## src/rtl/seq_mult_pkg.sv

```systemverilog
// Shared types and step tables for the sequential half-width multiplier.
// The step tables are used by seq_mult_core (optional feature: SEQ_MULT_SKIP_ZERO_EN).
package seq_mult_pkg;

  typedef enum logic [2:0] {
    IDLE  = 3'd0,
    STEP0 = 3'd1,
    STEP1 = 3'd2,
    STEP2 = 3'd3,
    STEP3 = 3'd4,
    DONE  = 3'd5
  } state_t;

  localparam logic [2:0] CNT_IDLE = 3'b000;
  localparam logic [2:0] CNT_DONE = 3'b100;

  // Per-step left shift of the partial product: 0, HALF, HALF, N.
  typedef enum logic [1:0] {
    SH_ZERO = 2'd0,
    SH_HALF = 2'd1,
    SH_FULL = 2'd2
  } shift_sel_t;

  typedef struct packed {
    logic a_hi;
    logic b_hi;
  } half_sel_t;

  function automatic shift_sel_t step_shift(input state_t st);
    shift_sel_t sh;
    case (st)
      STEP0:   sh = SH_ZERO;
      STEP1:   sh = SH_HALF;
      STEP2:   sh = SH_HALF;
      STEP3:   sh = SH_FULL;
      default: sh = SH_ZERO;
    endcase
    return sh;
  endfunction

  function automatic half_sel_t step_half_sel(input state_t st);
    half_sel_t sel;
    case (st)
      STEP0:   sel = '{a_hi: 1'b0, b_hi: 1'b0};
      STEP1:   sel = '{a_hi: 1'b1, b_hi: 1'b0};
      STEP2:   sel = '{a_hi: 1'b0, b_hi: 1'b1};
      STEP3:   sel = '{a_hi: 1'b1, b_hi: 1'b1};
      default: sel = '{a_hi: 1'b0, b_hi: 1'b0};
    endcase
    return sel;
  endfunction

endpackage

```

## src/rtl/seq_mult_core_mult_half.sv

```systemverilog
// Combinational HALF x HALF unsigned multiplier producing a 2*HALF-bit result.
module mult_half #(
  parameter int HALF = 4
) (
  input  logic [HALF-1:0]   a,
  input  logic [HALF-1:0]   b,
  output logic [2*HALF-1:0] p
);

  // Operands are zero-extended so the multiply is evaluated at full width.
  always_comb begin
    p = {{HALF{1'b0}}, a} * {{HALF{1'b0}}, b};
  end

endmodule

```

## src/rtl/seq_mult_core.sv

```systemverilog
// Sequential N x N unsigned multiplier: four half-width partial products accumulated over four steps.
// Optional feature macro: SEQ_MULT_SKIP_ZERO_EN (a zero operand finishes after STEP0 with product 0).
module seq_mult_core
  import seq_mult_pkg::*;
#(
  parameter int N = 8
) (
  input  logic           clk,
  input  logic           reset_a,
  input  logic           start,
  input  logic [N-1:0]   dataa,
  input  logic [N-1:0]   datab,
  output logic [2*N-1:0] product_out,
  output logic           done_flag,
  output logic           busy,
  output logic [2:0]     state_count
);

  localparam int HALF = N / 2;

  state_t          state_r;
  logic [N-1:0]    a_r;
  logic [N-1:0]    b_r;
  logic [2*N-1:0]  acc_r;

  half_sel_t       sel_s;
  logic [HALF-1:0] a_half_s;
  logic [HALF-1:0] b_half_s;
  logic [N-1:0]    pp_s;
  logic [31:0]     shamt_s;
  logic [2*N-1:0]  shifted_s;
  logic [2*N-1:0]  sum_s;
  logic            start_accept_s;
  logic            skip_s;

  mult_half #(
    .HALF (HALF)
  ) u_mult_half (
    .a (a_half_s),
    .b (b_half_s),
    .p (pp_s)
  );

  // Operand half selection, partial-product alignment and accumulate adder.
  always_comb begin
    sel_s          = step_half_sel(state_r);
    a_half_s       = sel_s.a_hi ? a_r[N-1:HALF] : a_r[HALF-1:0];
    b_half_s       = sel_s.b_hi ? b_r[N-1:HALF] : b_r[HALF-1:0];
    case (step_shift(state_r))
      SH_ZERO: shamt_s = 32'd0;
      SH_HALF: shamt_s = 32'(HALF);
      SH_FULL: shamt_s = 32'(N);
      default: shamt_s = 32'd0;
    endcase
    shifted_s      = {{N{1'b0}}, pp_s} << shamt_s;
    sum_s          = acc_r + shifted_s;
    start_accept_s = start && ((state_r == IDLE) || (state_r == DONE));
  end

`ifdef SEQ_MULT_SKIP_ZERO_EN
  logic zero_r;

  // Remembers whether either operand was zero at the accepted start edge.
  always_ff @(posedge clk or posedge reset_a) begin
    if (reset_a) begin
      zero_r <= 1'b0;
    end else if (start_accept_s) begin
      zero_r <= (dataa == {N{1'b0}}) || (datab == {N{1'b0}});
    end else begin
      zero_r <= zero_r;
    end
  end

  assign skip_s = zero_r;
`else
  assign skip_s = 1'b0;
`endif

  // Controller and datapath registers; all outputs come straight from flops.
  always_ff @(posedge clk or posedge reset_a) begin
    if (reset_a) begin
      state_r     <= IDLE;
      a_r         <= {N{1'b0}};
      b_r         <= {N{1'b0}};
      acc_r       <= {(2*N){1'b0}};
      product_out <= {(2*N){1'b0}};
      done_flag   <= 1'b0;
      busy        <= 1'b0;
      state_count <= CNT_IDLE;
    end else begin
      case (state_r)
        IDLE, DONE: begin
          if (start_accept_s) begin
            a_r         <= dataa;
            b_r         <= datab;
            acc_r       <= {(2*N){1'b0}};
            state_r     <= STEP0;
            state_count <= 3'd0;
            done_flag   <= 1'b0;
            busy        <= 1'b1;
          end
        end
        STEP0: begin
          if (skip_s) begin
            state_r     <= DONE;
            product_out <= {(2*N){1'b0}};
            done_flag   <= 1'b1;
            busy        <= 1'b0;
            state_count <= CNT_DONE;
          end else begin
            acc_r       <= sum_s;
            state_r     <= STEP1;
            state_count <= 3'd1;
          end
        end
        STEP1: begin
          acc_r       <= sum_s;
          state_r     <= STEP2;
          state_count <= 3'd2;
        end
        STEP2: begin
          acc_r       <= sum_s;
          state_r     <= STEP3;
          state_count <= 3'd3;
        end
        STEP3: begin
          acc_r       <= sum_s;
          product_out <= sum_s;
          state_r     <= DONE;
          done_flag   <= 1'b1;
          busy        <= 1'b0;
          state_count <= CNT_DONE;
        end
        default: begin
          state_r     <= IDLE;
          acc_r       <= {(2*N){1'b0}};
          done_flag   <= 1'b0;
          busy        <= 1'b0;
          state_count <= CNT_IDLE;
        end
      endcase
    end
  end

endmodule

```

## config.mk

```make
export PLATFORM = sky130hd
export DESIGN_NAME = seq_mult_core
export DESIGN_NICKNAME = d
export VERILOG_FILES = /design/src/rtl/seq_mult_pkg.sv /design/src/rtl/seq_mult_core_mult_half.sv /design/src/rtl/seq_mult_core.sv
export SDC_FILE = /design/constraint.sdc
export NUM_CORES = 1
export LEC_CHECK = 0
export BUFFER_PORTS_ARGS = -buffer_cell sky130_fd_sc_hd__clkbuf_2
export CAP_MARGIN = 20
export CORE_MARGIN = 2
export CORE_UTILIZATION = 38
export CTS_BUF_LIST = sky130_fd_sc_hd__clkbuf_4 sky130_fd_sc_hd__clkbuf_8
export CTS_CLUSTER_SIZE = 25
export DETAILED_ROUTE_END_ITERATION = 7
export PLACE_DENSITY = 0.59
export SYNTH_ARGS = -nofsm -noshare
export SYNTH_HDL_FRONTEND = slang
export SYNTH_SLANG_ARGS = --single-unit
```

## constraint.sdc

```tcl
create_clock -name clk -period 7.7 [get_ports clk]
set_input_delay 0 -clock clk [delete_from_list [all_inputs] [get_ports clk]]
set_output_delay 0 -clock clk [all_outputs]
set_load 0.03 [all_outputs]
```

After elaboration in Yosys (flattened, before gate mapping)
Index checks and enable logic that the tools add are counted.
- add/subtract/negate cells: 1
- multiply operators: 1
- eq/ne operators: 8
- shift operators: 1
- muxes and demuxes: 15
- bitwise gates (word level): 1
- reductions and logical operators: 9
- operators with widths (kind ; count):
    16-bit one-hot mux with 2 select lines ; 1
    8-bit by 32-bit left shift with 16-bit output ; 1
    3-bit one-hot mux with 5 select lines ; 2
    16-bit adder ; 1
    16-bit 2-to-1 mux ; 1
    4-bit by 4-bit multiplier with 8-bit output ; 1
    4-bit 2-to-1 mux ; 2
    4-bit one-hot mux with 2 select lines ; 1
    3-bit by 2-bit == test with 1-bit output, second input constant ; 2
    3-bit == test, second input constant ; 2
    3-bit 2-to-1 mux ; 2
    2-bit one-hot mux with 3 select lines ; 1
    2-bit one-hot mux with 2 select lines ; 1
    2-bit AND reduction ; 2
    2-bit OR reduction ; 2
    4-bit OR reduction ; 1
    3-bit by 1-bit == test with 1-bit output, second input constant ; 1
    3-bit logical NOT ; 1
    1-bit one-hot mux with 3 select lines ; 1
    3-bit OR reduction ; 1
    2-bit by 1-bit == test with 1-bit output, second input constant ; 1
    2-bit == test, second input constant ; 1
    1-bit 2-to-1 mux ; 2
    2-bit != test, second input constant ; 1
    other kinds (4) ; 4
- register bits: 56
- input bits: 19
- output and inout bits: 21
- logic and storage cells: 44

Longest topological paths before layout
Gate-level depths: netlist of the first run.
- word-level depth: 8
- gate-level depth with buffers: 24
- depth with buffers taken out: 23

Cells and area by module
A second synthesis of the first run with hierarchy kept.
- cells, all modules: 353
- area, all modules: 3562.2 um2
- by module, submodules not included (module ; instances ; cells each ; area an instance (um2) ; sequential area each (um2)):
    seq_mult_core ; 1 ; 302 ; 3115.5 ; 1401.3
    mult_half ; 1 ; 51 ; 446.7 ; 0.0

Worst setup path after synthesis of the first run
Ideal clock, no wire load.
- path type: register to register
- from: reg state_r[2]
- to: reg acc_r[15]
- library setup time: 86 ps
- arrival time: 5165 ps
- data required time: 7614 ps
- setup slack: 2450 ps
- stages on the path, launching flop included: 24
- path buffers: 1
- period minus slack after synthesis: 5250 ps
- cells stage by stage: dfrtp_1 buf_2 nand2b_1 a21oi_2 mux2i_1 or2_2 fa_1 inv_1 fa_1 inv_1 fa_1 inv_1 a21o_1 a21oi_1 xnor2_1 mux2i_1 nor2_1 ha_1 nand2_1 a2111oi_2 or2_4 a31oi_4 o31a_1 o221ai_2
- word-level cells in the longest chain between the ends: 8
- elaborated cells on any way between the ends: 23
- classes of those cells: add/sub: 1; mul: 1; eq/ne: 8; shift: 1; mux: 6; reduce/logical: 6
- RTL lines (what ; RTL line ; source):
    start: declaration ; seq_mult_core.sv:21 ; state_t state_r;
    start signal: assignment ; seq_mult_core.sv:82 ; state_r <= IDLE;
    start signal: assignment ; seq_mult_core.sv:97 ; state_r <= STEP0;
    start signal: assignment ; seq_mult_core.sv:105 ; state_r <= DONE;
    branches (longest 8 deep; another with 16-bit adder) ; n/a ;
    end signal: assignment ; seq_mult_core.sv:85 ; acc_r <= {(2*N){1'b0}};
    end signal: assignment ; seq_mult_core.sv:96 ; acc_r <= {(2*N){1'b0}};
    end signal: assignment ; seq_mult_core.sv:111 ; acc_r <= sum_s;
    end: declaration ; seq_mult_core.sv:24 ; logic [2*N-1:0] acc_r;
Several ways; the timed one is not identified.
A chain may end at the register's enable or synchronous reset.

Final worst setup path of the first run
Ends and elaborated chain as after synthesis.

==> results of run 1 <==
==> layout make-up <==
type                       count  area [um2]  area share (%)
clock buffer                   5        68.8            1.63
clock inverter                 3        22.5           0.533
inverter                      20        75.1            1.78
multi-input combinational    267        2090            49.4
sequential                    56        1400            33.1
tap                          129         161            3.82
timing repair buffer          61         409            9.67
==> worst max path at each step <==
stage                                 from  slack (ns)                          end  cells after the start
finish              state_r[2]$_DFFE_PP0P_        1.39        acc_r[15]$_DFFE_PP0P_                     21
global route        state_r[2]$_DFFE_PP0P_        0.84  product_out[13]$_DFFE_PP0N_                     21
global placement    state_r[2]$_DFFE_PP0P_        1.49        acc_r[15]$_DFFE_PP0P_                     22
floorplan           state_r[2]$_DFFE_PP0P_        2.45        acc_r[15]$_DFFE_PP0P_                     23
detailed placement  state_r[2]$_DFFE_PP0P_        1.42        acc_r[15]$_DFFE_PP0P_                     21
CTS                 state_r[2]$_DFFE_PP0P_        1.37        acc_r[15]$_DFFE_PP0P_                     21
==> logic make-up (layout without fill, tap and decap cells) <==
| kind of cell | after synthesis | in the layout | share of synthesized area (%) |
|---|---|---|---|
| and+or+nand+nor | 102 | 102 | 13.6 |
| AOI/OAI and AO/OA | 78 | 78 | 16.2 |
| DFF | 56 | 56 | 38.7 |
| muxes | 37 | 37 | 11.1 |
| buffers and inverters | 33 | 89 | 3.63 |
| adders and majority gates | 32 | 32 | 12.1 |
| xor gates and xnor gates | 18 | 18 | 4.73 |
==> metrics by stage <==
| stage | worst slack (ns) | hold WS [ns] | instances | instance area [um2] | utilization (%) |
|---|---|---|---|---|---|
| after floorplan | 2.45 | 0.152 | 356 | 3620 | - |
| after global placement | 1.49 | 0.221 | 514 | 3950 | 42.7 |
| after detailed placement | 1.42 | 0.228 | 514 | 3950 | 42.7 |
| after CTS | 1.37 | 0.432 | 540 | 4220 | 45.6 |
| after global routing | 0.843 | 0.451 | 541 | 4230 | 45.8 |
| final | 1.39 | 0.401 | 541 | 4230 | 45.8 |
==> flip-flops by register name, summed over array words and instances, names as in the netlist <==
| name | count |
|---|---|
| product_out | 16 |
| b_r | 8 |
| acc_r | 16 |
| state_r | 3 |
| done_flag | 1 |
| state_count | 3 |
| busy | 1 |
| a_r | 8 |
==> cell usage after synthesis, types with 2 or more instances <==
library cell  instances  area share (%)
nor2_1               34             3.5
nor2b_1               2            0.35
nand2_1              33             3.4
o22ai_1               3            0.52
nor3_1                4            0.55
o31ai_1               5             1.0
mux2i_1              11             3.0
inv_1                20             2.1
a21o_2                2            0.48
a22o_1               14             3.4
a21o_1                6             1.2
a21oi_1              13             1.8
clkbuf_1              6            0.62
nand2b_1              3            0.52
dfrtp_1              56              39
mux2_2               26             8.1
o21a_1                3            0.62
nand3b_1              3            0.62
or2_2                 3            0.52
a21oi_2               3            0.73
o211ai_1              2            0.41
o21ai_0               7            0.97
nand4b_1              2            0.48
ha_1                 27             9.3
a211oi_1              5             1.0
xor2_1                7             1.7
xnor2_1              10             2.4
nand4_1               4            0.69
o21bai_1              2            0.41
o21ai_1               3            0.41
and3_1                2            0.35
fa_1                  5             2.8
nand3_1               2            0.28
buf_2                 6            0.83
==> metal layers <==
metal  up-vias  global-route usage, %  wire (um)
li1       1378                      -          -
met1      1357                   24.3       3860
met2        36                   25.1       3650
met3         9                   2.42        226
met4         0                   4.57        127
met5         -                      0          0
==> tightest hold or removal path, cell delays in order <==
cell and delay (ns):
dlygate4sd3_1 0.53, clkbuf_2 0.11, inv_2 0.03, buf_4 0.55
==> flow_summary.ini, run 1 <==
[status]
status = completed

[drt]
drc = 0
drt_first_pass_iters = 4
drtIter0Drc = 109
wl_per_cell_um = 14.5
ant_nets = 0
vias = 2780
via_per_inst = 5.14
routed_wl_um = 7870

[setup_path]
r2r_end = acc_r[15]$_DFFE_PP0P_
worstPathCellList = nand2b_1 -> a21oi_2 -> mux2i_1 -> or2_2 -> fa_1 -> inv_1 -> fa_1 -> ha_1 -> a211oi_1 -> nor2_1 -> mux2i_1 -> nor2_1 -> o21a_1 -> nor2_1 -> ha_1 -> inv_1 -> o32ai_1 -> or2_4 -> a31oi_4 -> o31a_1 -> o221ai_2
critPathTopFamily = compound AO/OA/AOI/OAI gates
critPathLaunchType = flip-flop
max_stage_delay_ns = 0.58
cp.arrival_ns = 6.55
r2r_setup_slack_ns = 1.39
endpoint_kind = flip-flop
cp_common_cell = nor2_1
slowest_stage = dfrtp_1
critPathRequiredTime_ns = 7.94
reg2regPathDepth = 21
cp_max_fo = 16
cp_num_buf_inv = 2
critPathKind = reg -> reg
worstReg2RegStart = state_r[2]$_DFFE_PP0P_

[sta]
relSlewSlack_pct = 36.5
setup_viol = 0
rsz0062_at_grt = false
max_freq_ghz = 0.158
tns_ns = 0
timing.final.crit_period_ns = 6.31
slew_viol_final = 0
fin_skew_ns = 0.00953
hold_viol = 0
period_share_pct = 82.0
tightest_slew_ns = 0.953

[yosys]
syn_nets = 407
ys_seq_elements = 56
synthArstFlopShare_pct = 100
yosysWarnings = 0
synthFlopType = dfrtp_1
ys_seq_area_share_pct = 38.7
synth_cells = 356
syn_area_per_cell_um2 = 10.2
ys_types = 56
synth_edf_count = 0
syn_area_um2 = 3620

[die]
die_w_um = 102
ios = 40
row_count = 35
core-area_um2 = 9240
dieHeight_um = 102
die_area_um2 = 10300
initial_utilization_pct = 39.2

[place]
routabilityCongestion = 0.810
port_buffers = 39
hpwlAfterDp_um = 5750

[min_path]
hp-class = in -> async

[layout]
diodes = 0
drive_gt1_share_pct = 23.3
final_common_cell = dfrtp_1
syn_to_final_growth_pct = 16.7
nFillCells = 891
final_cell_mix = 56 x dfrtp_1, 39 x clkbuf_2, 34 x nor2_1, 33 x nand2_1, 27 x ha_1
final_nets = 462

[grt]
grt_max_degree = 57
grt_pass1_wl_um = 13500
grt.total_usage_pct = 16.4
antenna_found_initial = 0
grt_pass1_vias = 2772
overflow = 0

[clock_network]
cts_buffer_depth = 2
post_cts_resized = 0
cts_made_buffers = 5
post-cts-setup-buffers = 0
ctsHoldBuffers = 18
clk_latency_ns = 0.31
cts_tree = built
cts_root_buf = clkbuf_8
cts-htree-levels = 2
cts_sinks = 56
clkTransAtPathRegs_ns = 0.11

[job]
max_cap_violations = 0
Power of run 1 is left out: the tool's default activity adds up to more than one toggle a clock period on the data nets, which glitch-free logic cannot reach.
==> inputs of run 2 (changes only) <==
Clock period 7.7 ns to 6.6 ns, I/O delays scaled along.
==> flow_summary.ini, run 2 (synthesized netlist as in run 1, its figures left out) <==
[status]
status = completed

[layout]
top_regs = acc_r: 16 flops, product_out: 16 flops
final_nets = 465
final_common_cell = dfrtp_1
drive_gt1_share_pct = 23.9
syn_to_final_growth_pct = 18.0
multiInputGateArea_um2 = 2090
diodes = 0
nFillCells = 914
final_cell_mix = 56 x dfrtp_1, 39 x clkbuf_2, 34 x nor2_1, 33 x nand2_1, 27 x ha_1
final_cell_count_no_fill = 544
regArea_um2 = 1400

[drt]
vias = 2786
drtIter0Drc = 102
via_per_inst = 5.12
ant_nets = 0
drc = 0
wl_per_cell_um = 14.9
routed_wl_um = 8090
drt_first_pass_iters = 4

[sta]
rsz0062_at_grt = false
whs_ns = 0.412
relSlewSlack_pct = 35.7
setup_viol = 0
max_freq_ghz = 0.169
tns_ns = 0
tightest_slew_ns = 0.965
slew_viol_final = 0
hold_viol = 0
fin_skew_ns = 0.0108
timing.final.crit_period_ns = 5.93
period_share_pct = 89.9

[clock_network]
post-cts-setup-buffers = 0
cts-htree-levels = 2
clkTransAtPathRegs_ns = 0.11
cts_sinks = 56
cts_tree = built
cts_made_buffers = 5
cts_buffer_depth = 2
post_cts_resized = 0
clk_latency_ns = 0.31
cts_root_buf = clkbuf_8

[place]
place_inst = 518
hpwlAfterDp_um = 5860
port_buffers = 39
routabilityCongestion = 0.879

[die]
initial_utilization_pct = 39.2
dieHeight_um = 102
ios = 40
die_area_um2 = 10300
row_count = 35
core-area_um2 = 9240
die_w_um = 102

[grt]
grt_max_degree = 57
antenna_found_initial = 0
grt.total_usage_pct = 16.6
grt_pass1_vias = 2781
grt_pass1_wl_um = 13700
overflow = 0

[min_path]
hp-class = in -> async

[setup_path]
critPathLaunchType = flip-flop
cp.arrival_ns = 6.16
endpoint_kind = flip-flop
critPathKind = reg -> reg
startpoint = state_r[2]$_DFFE_PP0P_
critPathRequiredTime_ns = 6.83
worstReg2RegStart = state_r[2]$_DFFE_PP0P_
cp_max_fo = 16

[job]
max_cap_violations = 0
[run 2: cell count changes in the layout (fill, tap and decap cells not counted), sizes merged]
cell and delta:
buf +3, clkinv -2, clkbuf +1, bufinv +1
[run 2: through the flow]
stage	setup slack [ns]	instance area (um2)	utilization [%]
3_3_place_gp	0.765	3970	43.0
2_1_floorplan	1.35	3620	-
5_1_grt	0.169	4280	46.3
4_1_cts	0.626	4280	46.3
3_5_place_dp	0.660	3980	43.1
6_report	0.670	4280	46.3
[run 2: worst paths after layout]
path	end	slack, ns	depth (start not counted)
min in group clk	a_r[3]$_DFFE_PP0P_	0.46	3
max in group asynchronous	b_r[2]$_DFFE_PP0P_	5.69	4
max reg2reg	acc_r[15]$_DFFE_PP0P_	0.67	21
min reg2reg	product_out[15]$_DFFE_PP0N_	0.49	2
min	product_out[5]$_DFFE_PP0N_	0.41	4
max	acc_r[15]$_DFFE_PP0P_	0.67	21
[run 2: layout make-up]
type / count / share of cell area (%)
inverters: 20 / 1.76
repair buffers: 64 / 10.1
flip-flops and latches: 56 / 32.8
well taps: 129 / 3.78
clock inverters: 2 / 0.907
multi-input cells: 267 / 48.9
clock buffers: 6 / 1.79
[run 2: timing repair]
item,in CTS,in global routing
endpoints found under the hold margin,73,0
hold buffers,18,0
setup endpoints to repair,0,0
[run 2: layer usage]
layer / up-vias / wire length [um] / GRT usage (%)
met5: - / 0 / 0
met4: 0 / 60 / 3.43
met3: 4 / 262 / 2.83
met2: 46 / 3730 / 25.1
met1: 1354 / 4040 / 24.9
li1: 1382 / - / -
[run 2: worst max-delay path: stages, from the launching register on]
cell	delay [ns]
dfrtp_1	0.68
nand2b_1	0.19
a21oi_2	0.34
mux2i_1	0.20
or2_2	0.32
fa_1	0.51
inv_1	0.06
fa_1	0.50
ha_1	0.33
a211oi_1	0.29
nor2_1	0.12
mux2i_1	0.13
nor2_1	0.24
o21a_1	0.20
nor2_1	0.07
ha_1	0.40
inv_1	0.10
o32ai_1	0.37
or2_4	0.22
a31oi_4	0.12
o31a_1	0.33
o221ai_2	0.15
Power of run 2 is left out for the same reason.
